$ cat src/rtl/mpu6050_sampler.sv
`timescale 1ns/1ps
// mpu6050_sampler: wakes the MPU-6050 through i2c_master, then reads the accel registers each sample tick.
// Define MPU6050_GYRO_READ_EN to extend every burst to the gyro registers (0x43..0x48).
module mpu6050_sampler #(
  parameter int unsigned CLK_HZ               = 100_000_000,
  parameter int unsigned SAMPLE_RATE_HZ       = 100,
  parameter int unsigned POWERUP_DELAY_CYCLES = 10_000_000,
  parameter int unsigned BUSY_TIMEOUT_CYCLES  = 1_000_000
) (
  input  logic        clock,
  input  logic        reset_n,
  input  logic        run,
  output logic        i2c_enable,
  output logic        i2c_read_write,
  output logic [7:0]  i2c_register_address,
  output logic [7:0]  i2c_mosi_data,
  input  logic        i2c_busy,
  input  logic [7:0]  i2c_miso_data,
  output logic [15:0] accel_x,
  output logic [15:0] accel_y,
  output logic [15:0] accel_z,
  output logic [15:0] gyro_x,
  output logic [15:0] gyro_y,
  output logic [15:0] gyro_z,
  output logic        sample_valid,
  output logic        init_done,
  output logic        error,
  output logic [7:0]  overrun_count
);

  localparam int unsigned CNT_W  = 32;
  localparam int unsigned IDX_W  = 4;
  localparam int unsigned PERIOD = CLK_HZ / SAMPLE_RATE_HZ;
`ifdef MPU6050_GYRO_READ_EN
  localparam int unsigned N_READS = 12;
`else
  localparam int unsigned N_READS = 6;
`endif
  localparam int unsigned SHADOW_W = N_READS * 8;

  localparam logic [7:0] REG_PWR_MGMT_1 = 8'h6B;
  localparam logic [7:0] REG_ACCEL_XH   = 8'h3B;

  typedef enum logic [3:0] {
    S_POWERUP,
    S_SETUP,
    S_ENABLE,
    S_WAIT_HIGH,
    S_WAIT_LOW,
    S_CAPTURE,
    S_IDLE,
    S_PUBLISH,
    S_ERROR
  } state_t;

  state_t              state;
  logic [CNT_W-1:0]    delay_cnt;
  logic [CNT_W-1:0]    to_cnt;
  logic [CNT_W-1:0]    tick_cnt;
  logic [IDX_W-1:0]    idx;
  logic                wake_txn;
  logic [SHADOW_W-1:0] shadow;
  logic                tick_c;

  assign tick_c = run && init_done && (tick_cnt >= CNT_W'(PERIOD - 1));

  // Sample-period counter; held at zero whenever sampling is not permitted.
  always_ff @(posedge clock or negedge reset_n) begin
    if (!reset_n) begin
      tick_cnt <= '0;
    end else if (!(run && init_done) || tick_c) begin
      tick_cnt <= '0;
    end else begin
      tick_cnt <= tick_cnt + CNT_W'(1);
    end
  end

  always_ff @(posedge clock or negedge reset_n) begin
    if (!reset_n) begin
      state                <= S_POWERUP;
      delay_cnt            <= '0;
      to_cnt               <= '0;
      idx                  <= '0;
      wake_txn             <= 1'b0;
      shadow               <= '0;
      i2c_enable           <= 1'b0;
      i2c_read_write       <= 1'b0;
      i2c_register_address <= '0;
      i2c_mosi_data        <= '0;
      accel_x              <= '0;
      accel_y              <= '0;
      accel_z              <= '0;
`ifdef MPU6050_GYRO_READ_EN
      gyro_x               <= '0;
      gyro_y               <= '0;
      gyro_z               <= '0;
`endif
      sample_valid         <= 1'b0;
      init_done            <= 1'b0;
      error                <= 1'b0;
      overrun_count        <= '0;
    end else begin
      sample_valid <= 1'b0;

      // A tick that cannot start a burst is dropped and counted.
      if (tick_c && (state != S_IDLE) && (overrun_count != 8'hFF)) begin
        overrun_count <= overrun_count + 8'd1;
      end

      case (state)
        S_POWERUP: begin
          if (delay_cnt + CNT_W'(1) >= CNT_W'(POWERUP_DELAY_CYCLES)) begin
            delay_cnt            <= '0;
            wake_txn             <= 1'b1;
            i2c_read_write       <= 1'b0;
            i2c_register_address <= REG_PWR_MGMT_1;
            i2c_mosi_data        <= 8'h00;
            state                <= S_SETUP;
          end else begin
            delay_cnt <= delay_cnt + CNT_W'(1);
          end
        end

        S_SETUP: begin
          if (!i2c_busy) begin
            i2c_enable <= 1'b1;
            to_cnt     <= '0;
            state      <= S_ENABLE;
          end
        end

        S_ENABLE: begin
          if (i2c_busy) begin
            i2c_enable <= 1'b0;
            state      <= S_WAIT_HIGH;
          end else if (to_cnt + CNT_W'(1) >= CNT_W'(BUSY_TIMEOUT_CYCLES)) begin
            i2c_enable <= 1'b0;
            error      <= 1'b1;
            state      <= S_ERROR;
          end else begin
            to_cnt <= to_cnt + CNT_W'(1);
          end
        end

        S_WAIT_HIGH: begin
          to_cnt <= '0;
          state  <= S_WAIT_LOW;
        end

        S_WAIT_LOW: begin
          if (!i2c_busy) begin
            state <= S_CAPTURE;
          end else if (to_cnt + CNT_W'(1) >= CNT_W'(BUSY_TIMEOUT_CYCLES)) begin
            error <= 1'b1;
            state <= S_ERROR;
          end else begin
            to_cnt <= to_cnt + CNT_W'(1);
          end
        end

        S_CAPTURE: begin
          if (wake_txn) begin
            wake_txn  <= 1'b0;
            init_done <= 1'b1;
            state     <= S_IDLE;
          end else begin
            // Bytes shift in from the bottom, so the first register read ends up in the top byte.
            shadow <= {shadow[SHADOW_W-9:0], i2c_miso_data};
            if (idx == IDX_W'(N_READS - 1)) begin
              state <= S_PUBLISH;
            end else begin
              idx <= idx + IDX_W'(1);
`ifdef MPU6050_GYRO_READ_EN
              i2c_register_address <= (i2c_register_address == 8'h40) ? 8'h43
                                                                       : i2c_register_address + 8'd1;
`else
              i2c_register_address <= i2c_register_address + 8'd1;
`endif
              state <= S_SETUP;
            end
          end
        end

        S_IDLE: begin
          if (tick_c) begin
            idx                  <= '0;
            i2c_read_write       <= 1'b1;
            i2c_register_address <= REG_ACCEL_XH;
            i2c_mosi_data        <= 8'h00;
            state                <= S_SETUP;
          end
        end

        S_PUBLISH: begin
          accel_x      <= shadow[SHADOW_W-1  -: 16];
          accel_y      <= shadow[SHADOW_W-17 -: 16];
          accel_z      <= shadow[SHADOW_W-33 -: 16];
`ifdef MPU6050_GYRO_READ_EN
          gyro_x       <= shadow[SHADOW_W-49 -: 16];
          gyro_y       <= shadow[SHADOW_W-65 -: 16];
          gyro_z       <= shadow[SHADOW_W-81 -: 16];
`endif
          sample_valid <= 1'b1;
          state        <= S_IDLE;
        end

        S_ERROR: begin
          i2c_enable <= 1'b0;
          if (!run) begin
            error     <= 1'b0;
            init_done <= 1'b0;
            delay_cnt <= '0;
            state     <= S_POWERUP;
          end
        end

        default: state <= S_POWERUP;
      endcase
    end
  end

`ifndef MPU6050_GYRO_READ_EN
  assign gyro_x = '0;
  assign gyro_y = '0;
  assign gyro_z = '0;
`endif

endmodule

$ cat config.mk
export PLATFORM = sky130hd
export DESIGN_NAME = mpu6050_sampler
export DESIGN_NICKNAME = d
export VERILOG_FILES = /design/src/rtl/mpu6050_sampler.sv
export SDC_FILE = /design/constraint.sdc
export NUM_CORES = 1
export LEC_CHECK = 0
export ABC_AREA = 1
export CORE_MARGIN = 1.5
export CORE_UTILIZATION = 55
export DETAILED_ROUTE_END_ITERATION = 10
export MAX_ROUTING_LAYER = met4
export PLACE_DENSITY = 0.79
export SLEW_MARGIN = 0
export SYNTH_ARGS = -nofsm -noshare
export SYNTH_HDL_FRONTEND = slang
export SYNTH_SLANG_ARGS = --single-unit
$ cat constraint.sdc
create_clock -name clock -period 4.7 [get_ports clock]
set_input_delay 1.41 -clock clock [delete_from_list [all_inputs] [get_ports clock]]
set_output_delay 1.41 -clock clock [all_outputs]
set_load 0.05 [all_outputs]
==> results.py, run 1 <==
metrics = {
    "layout": {
        "final_nets": 1549,
        "seqCellArea_mm2": 0.005555,
        "final_core_util_pct": 64.50,
        "nFillCells": 1740,
        "syn_to_final_growth_pct": 15.05,
        "multiInputGateArea_mm2": 0.004821,
        "layout_common_cells": "439 x nand2_1, 222 x dfrtp_1, 163 x nor2_1",
        "final_common_cell": "nand2_1",
        "stdcell_count": 1816,
        "design_area_mm2": 0.01301,
        "drive_above_1_share_pct": 6.339,
        "n_antenna_cell": 0,
    },
    "logic_synthesis": {
        "synth_seq_cells": 222,
        "yosysWarnings": 0,
        "avgSynthCellArea_um2": 7.852,
        "synthCells": 1440,
        "ys_seq_area_share_pct": 49.13,
        "syn_area_mm2": 0.01131,
        "yosys.cell_types.count": 42,
    },
    "clocking": {
        "cts_inserted_buffers": 24,
        "htreeDepth": 1,
        "clock-sinks": 222,
        "cts_root_buf": "clkbuf_16",
        "postCtsSetupRepairBufs": 0,
        "cts_resized": 0,
        "clock_latency_ps": 540,
        "holdBufCountCts": 0,
        "cts_tree": "built",
        "path_clk_slew_ps": 60,
        "clk_path_buf_depth": 3,
    },
    "setup_path": {
        "cp.required_ps": 3290,
        "crit_type": "flip-flop to primary output",
        "critPathMaxStageDelay_ps": 860,
        "crit_buf_inv": 1,
        "path_cells": "clkdlybuf4s50_1",
        "cp-end-kind": "primary output",
        "worstPathArrival_ps": 1810,
        "path_delay_family": "buffers and inverters",
        "startpoint_type": "flip-flop",
        "worstPathMaxFanout": 5,
        "crit_path_top_delay_cell": "clkdlybuf4s50_1",
    },
    "sta": {
        "fin_skew_ps": 32.16,
        "drv_slew": 0,
        "fmaxAchievable_mhz": 310.1,
        "tightest_slew_ps": 980.1,
        "relSlewSlack_pct": 34.66,
        "rsz0062_at_grt": "no",
        "finalHoldViolCount": 0,
        "final-setup-viol-count": 0,
        "finalSetupTns_ps": 0,
        "period_share_pct": 68.60,
        "period_minus_slack_ps": 3224,
    },
    "pwr": {
        "powerDensity_mw_per_mm2": 604.4,
        "leakagePower_nw": 6.140,
        "ir_drop_mv": 0.5030,
    },
    "floorplanning": {
        "die_w_um": 146.4,
        "ios": 137,
        "fp.dieH_um": 146.4,
        "num_rows": 52,
        "initial_core_util_pct": 56.06,
        "die_area_mm2": 0.02143,
        "core_area_mm2": 0.02017,
    },
    "routing": {
        "drt_iter0_markers": 566,
        "remaining_drc_errors": 0,
        "routed_wirelength_um": 24390,
        "ant_nets": 0,
        "first_pass_iters": 5,
        "vias": 9193,
        "wl_per_cell_um": 13.43,
        "via_per_inst": 5.062,
    },
    "placement": {
        "place_congestion": 0.9557,
        "dp.cells": 1774,
        "port_buffers": 80,
        "hpwl_um": 16560,
        "placed_area_mm2": 0.01219,
    },
    "global_routing": {
        "grt_pass1_wl_um": 41490,
        "grt_max_degree": 130,
        "grt_usage_pct": 23.97,
        "grt_overflow_total": 0,
        "antenna_found_initial": 0,
        "grt_pass1_vias": 8978,
    },
    "run_status": {
        "status": "complete, no violations",
    },
    "job": {
        "maxCapViolations": 0,
    },
    "worst_hold_path": {
        "hp-class": "flip-flop to flip-flop",
    },
}
-- final timing paths --
check,from,to,slack (ps),cells past startpoint
setup / recovery,i2c_register_address[5],i2c_register_address[5],1480,1
hold / removal,shadow[46],accel_x[14],450,2
setup reg to reg,delay_cnt[0],i2c_register_address[2],1650,17
hold reg to reg,shadow[46],accel_x[14],450,2
max in group asynchronous,reset_n,delay_cnt[5],2800,2
min in group asynchronous,reset_n,delay_cnt[3],1000,1
-- report_power, final --
| part | switching, mW | internal (mW) |
|---|---|---|
| clock | 0.765 | 1.16 |
| combinational | 2.17 | 0.908 |
| sequential | 0.408 | 2.45 |
| total | 3.35 | 4.52 |
-- registers in the layout, indices dropped and copies added (netlist names), 8 cells and up --
signal	cells
accel_x	16
accel_y	16
accel_z	16
delay_cnt	32
i2c_register_address	8
overrun_count	8
shadow	48
tick_cnt	32
to_cnt	32
-- per-layer routing --
metal  share of wire (%)  routed length, µm  global-route usage (%)
met4                 1.7                409                   5.657
met3                 6.3               1541                   5.063
met1                  43              10550                   29.80
met5                   0                  0                       -
met2                  49              11890                   40.26
-- final cells by class --
cell class                 count  area share (%)
sequential                   222           42.70
tap                          270           2.597
clock buffer                  32           5.078
multi-input combinational   1035           37.06
inverter                     159           4.607
timing repair buffer          88           6.752
clock inverter                10           1.202
-- synthesized netlist by cell type, drive strengths merged --
library cell	instances	area share [%]
ha	7	0.77
nor3b	3	0.20
o21ai	100	4.4
clkinv	2	0.066
or2	7	0.39
o31ai	1	0.066
xor2	37	2.9
nand2	451	15
xnor2	10	0.84
buf	67	4.4
clkbuf	24	0.80
o21a	3	0.20
nor2	188	7.2
o21bai	2	0.13
o22ai	13	0.72
and2	1	0.055
a221oi	1	0.077
nand4	26	1.4
nor3	18	0.84
a21oi	20	0.89
a31oi	1	0.055
nand3	64	2.9
dfrtp	222	49
inv	157	5.2
o211ai	2	0.13
and3	1	0.055
conb	1	0.033
nand3b	4	0.27
nor4	7	0.39
-- cells by family (layout without fill, tap and decap cells) --
| logic type | count (synthesis) | after routing | synth area share [%] |
|---|---|---|---|
| AND/OR/NAND/NOR | 770 | 770 | 29.14 |
| buffers and inverters | 250 | 289 | 10.52 |
| flip-flops | 222 | 222 | 49.13 |
| AO/OA/AOI/OAI | 143 | 143 | 6.695 |
| XOR/XNOR | 47 | 47 | 3.707 |
| adder cells (fa/ha/maj) | 7 | 7 | 0.7746 |
| other | 1 | 68 | 0.03317 |
-- per-stage QoR --
stage	setup WS [ps]	hold slack [ps]	total power, mW
final	1476	453.6	7.863
after global routing	1339	476.3	8.323
after CTS	1460	457.0	7.915
after detailed placement	1164	458.4	5.941
after global placement	1258	449.2	5.867
after floorplan	1957	432.9	5.068
No activity file was read; power rests on OpenSTA's default activity.
==> run 2: changes to the inputs <==
- clock period: 4.7 -> 3.15 ns (I/O delays scaled with it)
==> run 2 against run 1 <==
Against the previous run:
- clock power increased by 48%
- first-iteration DRC count fell by 2.3%
- final area rose by 0.57%
- total power up 50%
- sequential share of layout area shrank 0.24 points
- highest routed layer unchanged
- final cell count up 0.33%
- largest cell class unchanged
- register-to-register slack got worse by 1300 ps
- combinational power up 53%
- clock-buffer cell count is 1 higher
- critical endpoint is now i2c_register_address[0]
- critical path depth up 13
==> results.py, run 2 (synthesis results as in run 1) <==
metrics = {
    "run_status": {
        "status": "complete, no violations",
    },
    "global_routing": {
        "grt_pass1_wl_um": 41510,
        "grt_max_degree": 97,
        "grt_pass1_vias": 8910,
        "antenna_found_initial": 0,
        "grt_usage_pct": 23.97,
        "grt_overflow_total": 0,
    },
    "setup_path": {
        "worstPathMaxFanout": 10,
        "crit_path_top_delay_cell": "dfrtp_1",
        "crit_buf_inv": 0,
        "worstPathArrival_ps": 3270,
        "ff2ff_setup_slack_ps": 330,
        "startpoint_type": "flip-flop",
        "cp.required_ps": 3610,
        "crit_type": "flip-flop to flip-flop",
        "critPathMaxStageDelay_ps": 430,
        "r2r-start": "delay_cnt[0]",
        "path_delay_family": "simple AND/OR/NAND/NOR gates",
        "path_cells": "ha_1 -> nand2_1 -> nor2_1 -> nand2_1 -> nor2_1 -> xor2_1 -> nand2_1 -> o21ai_0 -> nor2_1 -> nor2_2 -> nand3_2 -> nand2_1 -> nand2_1 -> nand2_1",
        "crit_path_frequent_cell": "nand2_1",
        "cp-end-kind": "flip-flop",
        "reg2reg_depth": 14,
        "critical_path.reg2reg.endpoint": "i2c_register_address[0]",
    },
    "pwr": {
        "powerDensity_mw_per_mm2": 902.7,
        "ir_drop_mv": 0.8326,
        "leakagePower_nw": 6.184,
    },
    "floorplanning": {
        "die_area_mm2": 0.02143,
        "num_rows": 52,
        "initial_core_util_pct": 56.06,
        "fp.dieH_um": 146.4,
        "die_w_um": 146.4,
        "core_area_mm2": 0.02017,
        "ios": 137,
    },
    "sta": {
        "tightest_slew_ps": 761.3,
        "rsz0062_at_grt": "no",
        "final-setup-viol-count": 0,
        "period_minus_slack_ps": 2816,
        "fin_skew_ps": 23.88,
        "finalHoldViolCount": 0,
        "drv_slew": 0,
        "period_share_pct": 89.41,
        "finalSetupTns_ps": 0,
        "worst_hold_slack_ps": 377.3,
        "fmaxAchievable_mhz": 355.1,
        "relSlewSlack_pct": 49.06,
    },
    "clocking": {
        "clock-sinks": 222,
        "cts_inserted_buffers": 24,
        "postCtsSetupRepairBufs": 0,
        "clock_latency_ps": 540,
        "path_clk_slew_ps": 70,
        "cts_root_buf": "clkbuf_16",
        "cts_tree": "built",
        "htreeDepth": 1,
        "cts_resized": 0,
        "clk_path_buf_depth": 3,
        "holdBufCountCts": 0,
    },
    "layout": {
        "final_nets": 1554,
        "largest_register": "shadow",
        "largest_reg_flops": 48,
        "drive_above_1_share_pct": 6.765,
        "n_antenna_cell": 0,
        "stdcell_count": 1822,
        "layout_common_cells": "439 x nand2_1, 222 x dfrtp_1, 163 x nor2_1",
        "syn_to_final_growth_pct": 15.70,
        "final_core_util_pct": 64.86,
        "final_common_cell": "nand2_1",
        "nFillCells": 1737,
    },
    "routing": {
        "via_per_inst": 5.054,
        "drt_iter0_markers": 553,
        "vias": 9208,
        "ant_nets": 0,
        "remaining_drc_errors": 0,
        "first_pass_iters": 5,
        "routed_wirelength_um": 24300,
        "wl_per_cell_um": 13.34,
    },
    "placement": {
        "dp.cells": 1779,
        "port_buffers": 80,
        "hpwl_um": 16830,
        "place_congestion": 0.9452,
    },
    "worst_hold_path": {
        "hp-class": "input pin to async pin",
    },
    "job": {
        "maxCapViolations": 0,
    },
}
[run 2: stage by stage]
| stage | area [µm²] | worst slack, ps | power (mW) |
|---|---|---|---|
| 2_1_floorplan | 11560 | 872.0 | 7.562 |
| 3_5_place_dp | 12270 | 366.8 | 8.982 |
| 5_1_grt | 13080 | 4.812 | 12.51 |
| 6_report | 13080 | 333.6 | 11.81 |
| 3_3_place_gp | 12270 | 435.7 | 8.856 |
| 4_1_cts | 13080 | 363.0 | 11.88 |
[run 2: how the worst max path moves through the flow]
stage	start	to	depth (start not counted)	slack [ps]
floorplan	i2c_busy	to_cnt[2]	7	870
global placement	i2c_busy	to_cnt[31]	8	440
detailed placement	i2c_busy	to_cnt[20]	8	370
CTS	delay_cnt[0]	i2c_register_address[0]	14	360
global route	delay_cnt[0]	i2c_register_address[1]	15	5
finish	delay_cnt[0]	i2c_register_address[0]	14	330
[run 2: area by class of cell]
cell class	instances	area (µm²)	share of cell area, %
clock buffers	33	684.4	5.231
well taps	270	337.8	2.582
inverters	159	599.3	4.581
flip-flops and latches	222	5555	42.46
multi-input cells	1035	4821	36.85
clock inverters	10	131.4	1.004
repair buffers	93	953.4	7.288
[run 2: per-layer routing]
metal	track usage, %	vias up	share of wire, %
met5	-	-	0
met4	6.970	0	2.7
met3	4.844	58	5.9
met2	39.43	251	48
met1	30.10	4317	44
li1	-	4582	-
[run 2: report_power, final]
group,switching (mW),leakage (nW),internal [mW]
combinational,3.27,2.85,1.43
clock,1.15,0.400,1.69
sequential,0.606,2.94,3.66
==> run 3: changes to the inputs <==
- ABC_AREA: 1 -> default
==> run 3 against run 2 <==
Against the previous run:
- die area shrank 1.2%
- clock-buffer cell count is the same
- register-to-register slack lost 250 ps
- setup slack lost 250 ps
- synthesized cell count shrank 19%
- sequential share of layout area shrank 0.35 points
- maximum frequency shrank 8.0%
- via count shrank 5.4%
- worst hold slack lost 1.3 ps
- critical endpoint is now to_cnt[4]
- largest power group is now registers
==> results.py, run 3 <==
metrics = {
    "setup_path": {
        "crit_type": "flip-flop to flip-flop",
        "worstPathMaxFanout": 7,
        "ff2ff_setup_slack_ps": 90,
        "crit_path_top_delay_cell": "or4_1",
        "critical_path.reg2reg.endpoint": "to_cnt[4]",
        "critPathMaxStageDelay_ps": 490,
        "cp.required_ps": 3540,
        "crit_path_frequent_cell": "buf_4",
        "path_cells": "ha_2 -> nand4_1 -> buf_4 -> buf_4 -> nor4_1 -> a21oi_1 -> o21a_1 -> a2111oi_1 -> or3b_4 -> nand2_2 -> or4_1 -> mux2i_1",
        "r2r-start": "to_cnt[0]",
        "reg2reg_depth": 12,
        "startpoint_type": "flip-flop",
        "cp-end-kind": "flip-flop",
        "worstPathArrival_ps": 3450,
        "path_delay_family": "simple AND/OR/NAND/NOR gates",
        "crit_buf_inv": 2,
    },
    "floorplanning": {
        "core_area_mm2": 0.01972,
        "die_area_mm2": 0.02117,
        "ios": 137,
        "fp.dieH_um": 145.5,
        "num_rows": 51,
        "die_w_um": 145.5,
        "initial_core_util_pct": 56.64,
    },
    "logic_synthesis": {
        "synth_top_cell_area_share_pct": 49.74,
        "synth_edf_count": 0,
        "yosysTopAreaCell": "dfrtp_1",
        "synth-xor-area-share_pct": 3.294,
        "synthTopCellsByCount": "222 x dfrtp_1, 215 x nand2_1, 76 x nor2_1",
        "synth_ff_type": "dfrtp_1",
        "syn_area_mm2": 0.01117,
        "yosys.cell_types.count": 77,
        "netlist_top_cells_area": "dfrtp_1 50%, nand2_1 7.2%, mux2_2 5.3%, buf_4 3.8%, nand3_1 2.6%",
        "synth-compound-area-share_pct": 10.09,
        "synthCells": 1164,
        "synth_top_family_by_area": "simple AND/OR/NAND/NOR gates",
        "synthArstFlopShare_pct": 100.0,
        "avgSynthCellArea_um2": 9.595,
        "yosysMostFrequentCell": "dfrtp_1",
        "yosysWarnings": 0,
        "synthMuxAreaShare_pct": 5.792,
        "synth_seq_cells": 222,
        "synthAdderAreaFrac_pct": 0.8739,
        "synthSimpleGateAreaFrac_pct": 22.99,
        "ys_seq_area_share_pct": 49.74,
    },
    "routing": {
        "remaining_drc_errors": 0,
        "via_per_inst": 5.619,
        "first_pass_iters": 5,
        "drt_iter0_markers": 495,
        "routed_wirelength_um": 24560,
        "vias": 8715,
        "ant_nets": 0,
        "wl_per_cell_um": 15.83,
    },
    "sta": {
        "period_share_pct": 97.22,
        "timing.final.ws_setup_ps": 87.41,
        "finalHoldViolCount": 0,
        "drv_slew": 0,
        "tightest_slew_ps": 1089,
        "relSlewSlack_pct": 27.12,
        "fin_skew_ps": 32.99,
        "final-setup-viol-count": 0,
        "rsz0062_at_grt": "yes",
        "fmaxAchievable_mhz": 326.5,
        "period_minus_slack_ps": 3063,
        "worst_hold_slack_ps": 375.9,
    },
    "run_status": {
        "status": "complete, no violations",
    },
    "global_routing": {
        "grt_usage_pct": 24.01,
        "grt_max_degree": 82,
        "grt_overflow_total": 0,
        "grt_pass1_wl_um": 41460,
        "grt_pass1_vias": 8559,
        "antenna_found_initial": 0,
    },
    "layout": {
        "n_antenna_cell": 0,
        "final_common_cell": "dfrtp_1",
        "drive_above_1_share_pct": 13.76,
        "final_core_util_pct": 67.00,
        "layout_common_cells": "216 x dfrtp_1, 214 x nand2_1, 79 x clkdlybuf4s50_1",
        "final_nets": 1290,
        "largest_register": "shadow",
        "largest_reg_flops": 48,
        "syn_to_final_growth_pct": 18.28,
    },
    "placement": {
        "place_congestion": 0.8877,
        "port_buffers": 80,
        "hpwl_um": 16150,
        "dp_slack_ps": -127.9,
    },
    "clocking": {
        "clock_latency_ps": 540,
        "cts_tree": "built",
        "htreeDepth": 1,
        "path_clk_slew_ps": 60,
        "clock-sinks": 222,
        "cts_root_buf": "clkbuf_16",
        "clk_path_buf_depth": 3,
        "cts_inserted_buffers": 24,
    },
    "pwr": {
        "leakagePower_nw": 6.003,
        "powerDensity_mw_per_mm2": 835.2,
        "ir_drop_mv": 0.8797,
    },
    "worst_hold_path": {
        "hp-class": "input pin to async pin",
    },
    "job": {
        "maxCapViolations": 0,
    },
}
-- run 3: power breakdown --
group	switching, mW	internal, mW
logic	2.55	1.43
registers	0.674	3.54
clock network	1.13	1.70
total	4.36	6.68
-- run 3: worst reg2reg max path: stages, from the launching register on --
cell	delay (ps)
dfrtp_1	410
ha_2	240
nand4_1	80
buf_4	170
buf_4	140
nor4_1	280
a21oi_1	120
o21a_1	170
a2111oi_1	350
or3b_4	260
nand2_2	90
or4_1	490
mux2i_1	140
-- run 3: metal layers --
layer  part of all wire, %  track usage [%]  wire length (µm)  vias up
met3                   6.0            4.765              1467       40
met4                   2.0            6.990               485        0
met2                    48            39.10             11890      243
met5                     0                -                 0        -
li1                      -                -                 -     4157
met1                    44            30.53             10710     4275
-- run 3: worst max-delay path by stage --
stage                                    to          from  cells past startpoint
floorplan           i2c_register_address[0]  delay_cnt[0]                     12
global placement                  to_cnt[6]     to_cnt[0]                     10
detailed placement                to_cnt[6]     to_cnt[0]                     10
CTS                               to_cnt[4]     to_cnt[8]                     10
global route                      to_cnt[4]     to_cnt[0]                     12
finish                            to_cnt[4]     to_cnt[0]                     12
-- run 3: timing repair --
| item | 4_1_cts | 5_1_grt |
|---|---|---|
| pin swaps | 0 | 3 |
| endpoints found under the setup margin | 15 | 63 |
| buffers inserted | 0 | 6 |
| hold buffers | 0 | 0 |
| gates resized for setup | 4 | 23 |
| cloned | 0 | 0 |
-- run 3: final cells by class --
cell class	instances	area, µm²
clock buffers	33	654.4
clock inverters	8	143.9
fillers	1531	6507
inverters	36	135.1
multi-input cells	861	5169
flip-flops and latches	222	5563
well taps	265	331.6
repair buffers	126	1214
-- run 3: cell families after synthesis --
group                    Yosys count
AO/OA/AOI/OAI                    162
multiplexers                      58
adder cells (fa/ha/maj)            8
XOR/XNOR                          42
buffers and inverters            148
other                              1
AND/OR/NAND/NOR                  523
flip-flops                       222
-- run 3: per-stage QoR --
| stage | total power [mW] | cells | setup TNS (ps) | instance area, µm² |
|---|---|---|---|---|
| 6_report | 11.03 | 1551 | 0 | 13210 |
| 5_1_grt | 11.61 | 1551 | -320.9 | 13210 |
| 4_1_cts | 11.06 | 1545 | 0 | 13070 |
| 3_5_place_dp | 8.148 | 1504 | -695.5 | 12260 |
| 3_3_place_gp | 8.028 | 1504 | 0 | 12260 |
| 2_1_floorplan | 6.899 | 1231 | 0 | 11420 |
